[src/rtl/mul_pkg.sv]
// Shared types and constants for the iterative multiplier and the register file.
package mul_pkg;
    localparam int MUL_WIDTH  = 64;
    localparam int REG_ADDR_W = 5;

    typedef enum logic [1:0] {
        IDLE = 2'd0,
        RUN  = 2'd1,
        DONE = 2'd2
    } mul_state_t;
endpackage

[src/rtl/mul_iter_if.sv]
// Operand/result bundle between the register file ports and mul_iter.
// result_hi exists only when MUL_HIGH_EN is defined.
interface mul_iter_if #(parameter int WIDTH = mul_pkg::MUL_WIDTH);
    import mul_pkg::*;

    logic                  start;
    logic [WIDTH-1:0]      a;
    logic [WIDTH-1:0]      b;
    logic [REG_ADDR_W-1:0] dest;
    logic                  busy;
    logic                  done;
    logic [WIDTH-1:0]      result;
    logic [REG_ADDR_W-1:0] result_reg;
`ifdef MUL_HIGH_EN
    logic [WIDTH-1:0]      result_hi;

    modport master (output start, a, b, dest,
                    input  busy, done, result, result_reg, result_hi);
    modport slave  (input  start, a, b, dest,
                    output busy, done, result, result_reg, result_hi);
`else
    modport master (output start, a, b, dest,
                    input  busy, done, result, result_reg);
    modport slave  (input  start, a, b, dest,
                    output busy, done, result, result_reg);
`endif
endinterface

[src/rtl/mul_iter.sv]
// Iterative shift-add multiplier (MUL); WIDTH steps, result with a one-cycle done strobe.
// Define MUL_HIGH_EN to widen the datapath and also produce the unsigned high half (UMULH).
module mul_iter
    import mul_pkg::*;
#(
    parameter int WIDTH = MUL_WIDTH
) (
    input  logic     clk,
    input  logic     reset_n,
    mul_iter_if.slave bus
);

`ifdef MUL_HIGH_EN
    localparam int AW = 2 * WIDTH;
`else
    localparam int AW = WIDTH;
`endif
    localparam int CW = $clog2(WIDTH);

    mul_state_t            state;
    logic [AW-1:0]         acc;
    logic [AW-1:0]         mcand;
    logic [WIDTH-1:0]      mplier;
    logic [CW-1:0]         cnt;
    logic [REG_ADDR_W-1:0] dest_q;
    logic                  busy_q;
    logic                  done_q;
    logic [WIDTH-1:0]      result_q;
    logic [REG_ADDR_W-1:0] result_reg_q;
    logic [AW-1:0]         acc_nxt;

    assign acc_nxt = mplier[0] ? (acc + mcand) : acc;

    always_ff @(posedge clk or negedge reset_n) begin
        if (!reset_n) begin
            state        <= IDLE;
            acc          <= '0;
            mcand        <= '0;
            mplier       <= '0;
            cnt          <= '0;
            dest_q       <= '0;
            busy_q       <= 1'b0;
            done_q       <= 1'b0;
            result_q     <= '0;
            result_reg_q <= '0;
        end else begin
            done_q <= 1'b0;
            case (state)
                // DONE accepts a new start just like IDLE for back-to-back issue
                IDLE, DONE: begin
                    if (bus.start) begin
                        mcand  <= AW'(bus.a);
                        mplier <= bus.b;
                        dest_q <= bus.dest;
                        acc    <= '0;
                        cnt    <= '0;
                        busy_q <= 1'b1;
                        state  <= RUN;
                    end else begin
                        state  <= IDLE;
                    end
                end
                RUN: begin
                    acc    <= acc_nxt;
                    mcand  <= mcand << 1;
                    mplier <= mplier >> 1;
                    cnt    <= cnt + 1'b1;
                    if (cnt == CW'(WIDTH - 1)) begin
                        result_q     <= acc_nxt[WIDTH-1:0];
                        result_reg_q <= dest_q;
                        done_q       <= 1'b1;
                        busy_q       <= 1'b0;
                        state        <= DONE;
                    end
                end
                default: state <= IDLE;
            endcase
        end
    end

`ifdef MUL_HIGH_EN
    logic [WIDTH-1:0] result_hi_q;

    always_ff @(posedge clk or negedge reset_n) begin
        if (!reset_n)
            result_hi_q <= '0;
        else if (state == RUN && cnt == CW'(WIDTH - 1))
            result_hi_q <= acc_nxt[AW-1:WIDTH];
    end

    assign bus.result_hi = result_hi_q;
`endif

    assign bus.busy       = busy_q;
    assign bus.done       = done_q;
    assign bus.result     = result_q;
    assign bus.result_reg = result_reg_q;

endmodule

[src/flat_wrapper.sv]
// flat-port wrapper written by rule: the top's interface ports become plain ports
module mul_iter_flat import mul_pkg::*;
#(
    parameter int WIDTH = MUL_WIDTH
)
  (clk, reset_n, bus_start, bus_a, bus_b, bus_dest, bus_busy, bus_done, bus_result, bus_result_reg);
  mul_iter_if #(.WIDTH(WIDTH)) bus_i ();
  input  logic clk;
  input  logic reset_n;
  input wire logic [$bits(bus_i.start)-1:0] bus_start;
  input wire logic [$bits(bus_i.a)-1:0] bus_a;
  input wire logic [$bits(bus_i.b)-1:0] bus_b;
  input wire logic [$bits(bus_i.dest)-1:0] bus_dest;
  output wire logic [$bits(bus_i.busy)-1:0] bus_busy;
  output wire logic [$bits(bus_i.done)-1:0] bus_done;
  output wire logic [$bits(bus_i.result)-1:0] bus_result;
  output wire logic [$bits(bus_i.result_reg)-1:0] bus_result_reg;
  assign bus_i.start = bus_start;
  assign bus_i.a = bus_a;
  assign bus_i.b = bus_b;
  assign bus_i.dest = bus_dest;
  assign bus_busy = bus_i.busy;
  assign bus_done = bus_i.done;
  assign bus_result = bus_i.result;
  assign bus_result_reg = bus_i.result_reg;
  mul_iter #(.WIDTH(WIDTH)) u_core (.clk(clk), .reset_n(reset_n), .bus(bus_i));
endmodule
[config.mk]
export PLATFORM = sky130hd
export DESIGN_NAME = mul_iter_flat
export DESIGN_NICKNAME = d
export VERILOG_FILES = /design/src/rtl/mul_pkg.sv /design/src/rtl/mul_iter_if.sv /design/src/rtl/mul_iter.sv /design/src/flat_wrapper.sv
export SDC_FILE = /design/constraint.sdc
export NUM_CORES = 1
export LEC_CHECK = 0
export ABC_AREA = 1
export BUFFER_PORTS_ARGS = -buffer_cell sky130_fd_sc_hd__buf_2
export CAP_MARGIN = 20
export CORE_UTILIZATION = 59
export CTS_CLUSTER_DIAMETER = 40
export DETAILED_ROUTE_END_ITERATION = 10
export HOLD_SLACK_MARGIN = 0.05
export PLACE_DENSITY_LB_ADDON = 0.15
export SYNTH_ARGS = -nofsm -noshare
export SYNTH_HDL_FRONTEND = slang
export SYNTH_SLANG_ARGS = --single-unit
[constraint.sdc]
create_clock -name clk -period 2.55 [get_ports clk]
set_input_delay 0.3825 -clock clk [delete_from_list [all_inputs] [get_ports clk]]
set_output_delay 0.3825 -clock clk [all_outputs]
set_load 0.03 [all_outputs]
==> summary.txt <==
Cells and area
  – Ant. Diodes: 0
  – Most common cell after layout, fill and taps aside: nand2_1
  – Finished Cell Area: 20600 um2
  – Share of cells above drive strength 1: around 15%
  – FILL cells: 2470
  – Syn-to-layout area delta: 16.5%
  – Most frequent cells in the layout: nand2_1 (1093), inv_1 (424), dfrtp_1 (275)
  – Max FFs per register: 69
  – Nets@finish: 3024

STA
  – Worst slew pin tran: 989 ps
  – Final setup fails: 0
  – Slew HR: 34.0%
  – Period Utilization, post-route: 95.1%
  – Period minus WS final: 2420 ps
  – Final Hold Fails: 0
  – Worst setup margin: between 100 and 150 ps
  – Fmax: 0.412 GHz
  – RSZ-0062 raised after global routing: false
  – Fin. max-slew vios: 0
  – Final Skew: around 23 ps
  – Setup TNS: 0 ps

CTS
  – Post-CTS Setup Bufs: 0
  – Clock root buffer: clkbuf_16
  – H-tree Lvls: 2
  – Clock sinks: 276
  – Max clock buf depth: 3
  – CTS tree: done
  – Skew-Pair Late Insertion Delay: 540 ps
  – Total CTS buffers: 38
  – Clk slew on worst S/H paths: 60 ps

Yosys
  – Number of synthesized register bits: 276
  – Synthesized instance count: 2624
  – Register area share after synthesis: approximately two fifths
  – Post-synth cell types: 36
  – Syn Nets: about 2800
  – EDFF count, synth: 0
  – Synth top area share: 39.0%
  – Post-synth ARST share: 100%
  – Synth Cell Area: ~18000 um2
  – Top_reg_cell synth: dfrtp_1
  – Ys Warns: 0
  – Syn avg cell area: 6.74 um2
  – Cell taking the most area after synthesis: dfrtp_1
  – Synth top area cells: dfrtp_1 (39%), nand2_1 (23%), inv_1 (9.0%), nand3_1 (5.8%), ha_1 (4.5%)

Placement
  – Placed cell areas: between 15000 and 20000 um2
  – IO buf count: 206
  – Setup slack at placement: -56.8 ps
  – Routability cong.: 0.988
  – DP HPWL: 40.8 mm

Floorplan
  – Die X: 175 um
  – Initial Util: between 50 and 60%
  – Core outline area: 29600 um2
  – Die H: 175 um
  – Io pins: 207
  – Die area: 30700 um2
  – Row Count: 63

Pwr
  – Pwr per Cell Area: 1470 nW/um2
  – VDD IR max: 779 uV
  – Overall Power: 30200 uW
  – Leakage: roughly 0.011 uW

Worst hold path
  – Hold path start: bus_a[56]
  – Min-Delay Endpoint: u_core.mcand[56]
  – HP Class: input pin to register
  – Worst hold path depth: 3

GRT
  – Initial antenna violation count: 1
  – Largest net degree at the start of global routing: about 100
  – GRT Util Overall: a little under two fifths
  – Vias in the first global route: 17100
  – Total congestion overflow: 0
  – First-pass GRT wire length: 88.8 mm

Detailed routing
  – DRT iter0 DRCs: 1552
  – Pre-antenna DRT Iters: 6
  – Vias per cell: 5.48
  – Total number of vias: 17800
  – Drt total wl: 55.9 mm
  – Average routed wire per standard cell: 17.3 um
  – Post-route antenna net violation count: 0
  – Residual DRC: 0

Critical path
  – Reg2reg end: u_core.acc[28]
  – R2R cell count: 13
  – Worst reg2reg path startpoint: u_core.mcand[0]
  – CP Capture Type: register
  – CP Max Fanout: 3
  – Arr. time, crit path: 2820 ps
  – Critical path class: register to register
  – WP data required: 2950 ps
  – R2r setup slk: 130 ps
  – Startpoint types: register

Run
  – Maxcap violations: 0

Status
  – Outcome: completed
[layout make-up]
cell class | instances | area, um2 | share of cell area [%]
Clock inverter | 23 | 297 | 1.44
Tap cell | 390 | 488 | 2.37
Clock buffer | 43 | 1000 | 4.85
Sequential cell | 276 | 6910 | 33.5
Inverter | 437 | 1640 | 7.97
Timing Repair Buffer | 243 | 1410 | 6.82
Multi-Input combinational cell | 1827 | 8880 | 43.1
[power by group]
group | internal [uW] | switching, uW
clock | 3290 | 2140
combinational | 5870 | 11900
sequential | 5920 | 1090
total | 15100 | 15200
[cells in the mapped netlist (all sizes together), types with 25 or more instances]
| master | number |
|---|---|
| a21oi | 44 |
| buf | 25 |
| clkbuf | 59 |
| dfrtp | 276 |
| ha | 64 |
| inv | 436 |
| nand2 | 1113 |
| nand3 | 221 |
| nor2 | 124 |
| o21ai | 70 |
| o221ai | 61 |
| or2 | 33 |
[stage by stage]
step | hold WS (ps) | util, % | std cells
2_1_floorplan | 86.9 | - | 2624
3_3_place_gp | 334 | 64.9 | 3168
3_5_place_dp | 344 | 64.9 | 3168
4_1_cts | 50.7 | 69.5 | 3239
5_1_grt | 68.2 | 69.8 | 3239
6_report | 64.0 | 69.8 | 3239
[layer usage]
| layer | up-vias | track usage (%) | wire length, um |
|---|---|---|---|
| li1 | 8537 | - | - |
| met2 | 804 | 57.8 | 24900 |
| met5 | - | 0 | 12 |
| met3 | 120 | 6.48 | 4680 |
| met4 | 2 | 10.8 | 1540 |
| met1 | 8301 | 51.7 | 24800 |
[worst max-delay path by stage]
stage	start	end	slack (ps)	cells after the start
after floorplan	u_core.mcand[0]	u_core.acc[44]	580	14
after global routing	u_core.acc[22]	u_core.bus.result[39]	10	12
after CTS	u_core.acc[0]	u_core.acc[46]	5	15
final	u_core.mcand[0]	u_core.acc[28]	130	13
after detailed placement	u_core.acc[0]	u_core.bus.result[46]	-60	15
after global placement	u_core.mcand[0]	u_core.bus.result[44]	-20	14
[logic make-up after synthesis]
| logic type | count (synthesis) | synth area share (%) |
|---|---|---|
| and+or+nand+nor | 1519 | 35.8 |
| buffers and inverters | 521 | 11.3 |
| DFF | 276 | 39.0 |
| AOI/OAI and AO/OA | 213 | 7.77 |
| adders and majority gates | 65 | 4.64 |
| xor gates and xnor gates | 30 | 1.49 |
[what timing repair did]
action,CTS,global route
hold buffers,5,0
gates resized for setup,3,19
endpoints found under the setup margin,12,37
gates cloned,0,0
endpoints found under the hold margin,54,0
[worst max-delay path: stages, from the launching register on]
cell and delay [ps]:
dfrtp_1 400, ha_4 180, inv_1 60, fa_2 390, nor2_1 150, or2_1 190, nand3_1 110, nand2_2 160
nand2_1 110, nand2_4 120, xnor2_1 130, nand2_1 100, nand3_1 110, o21ai_1 90
Power figures use the tool's default switching activity.
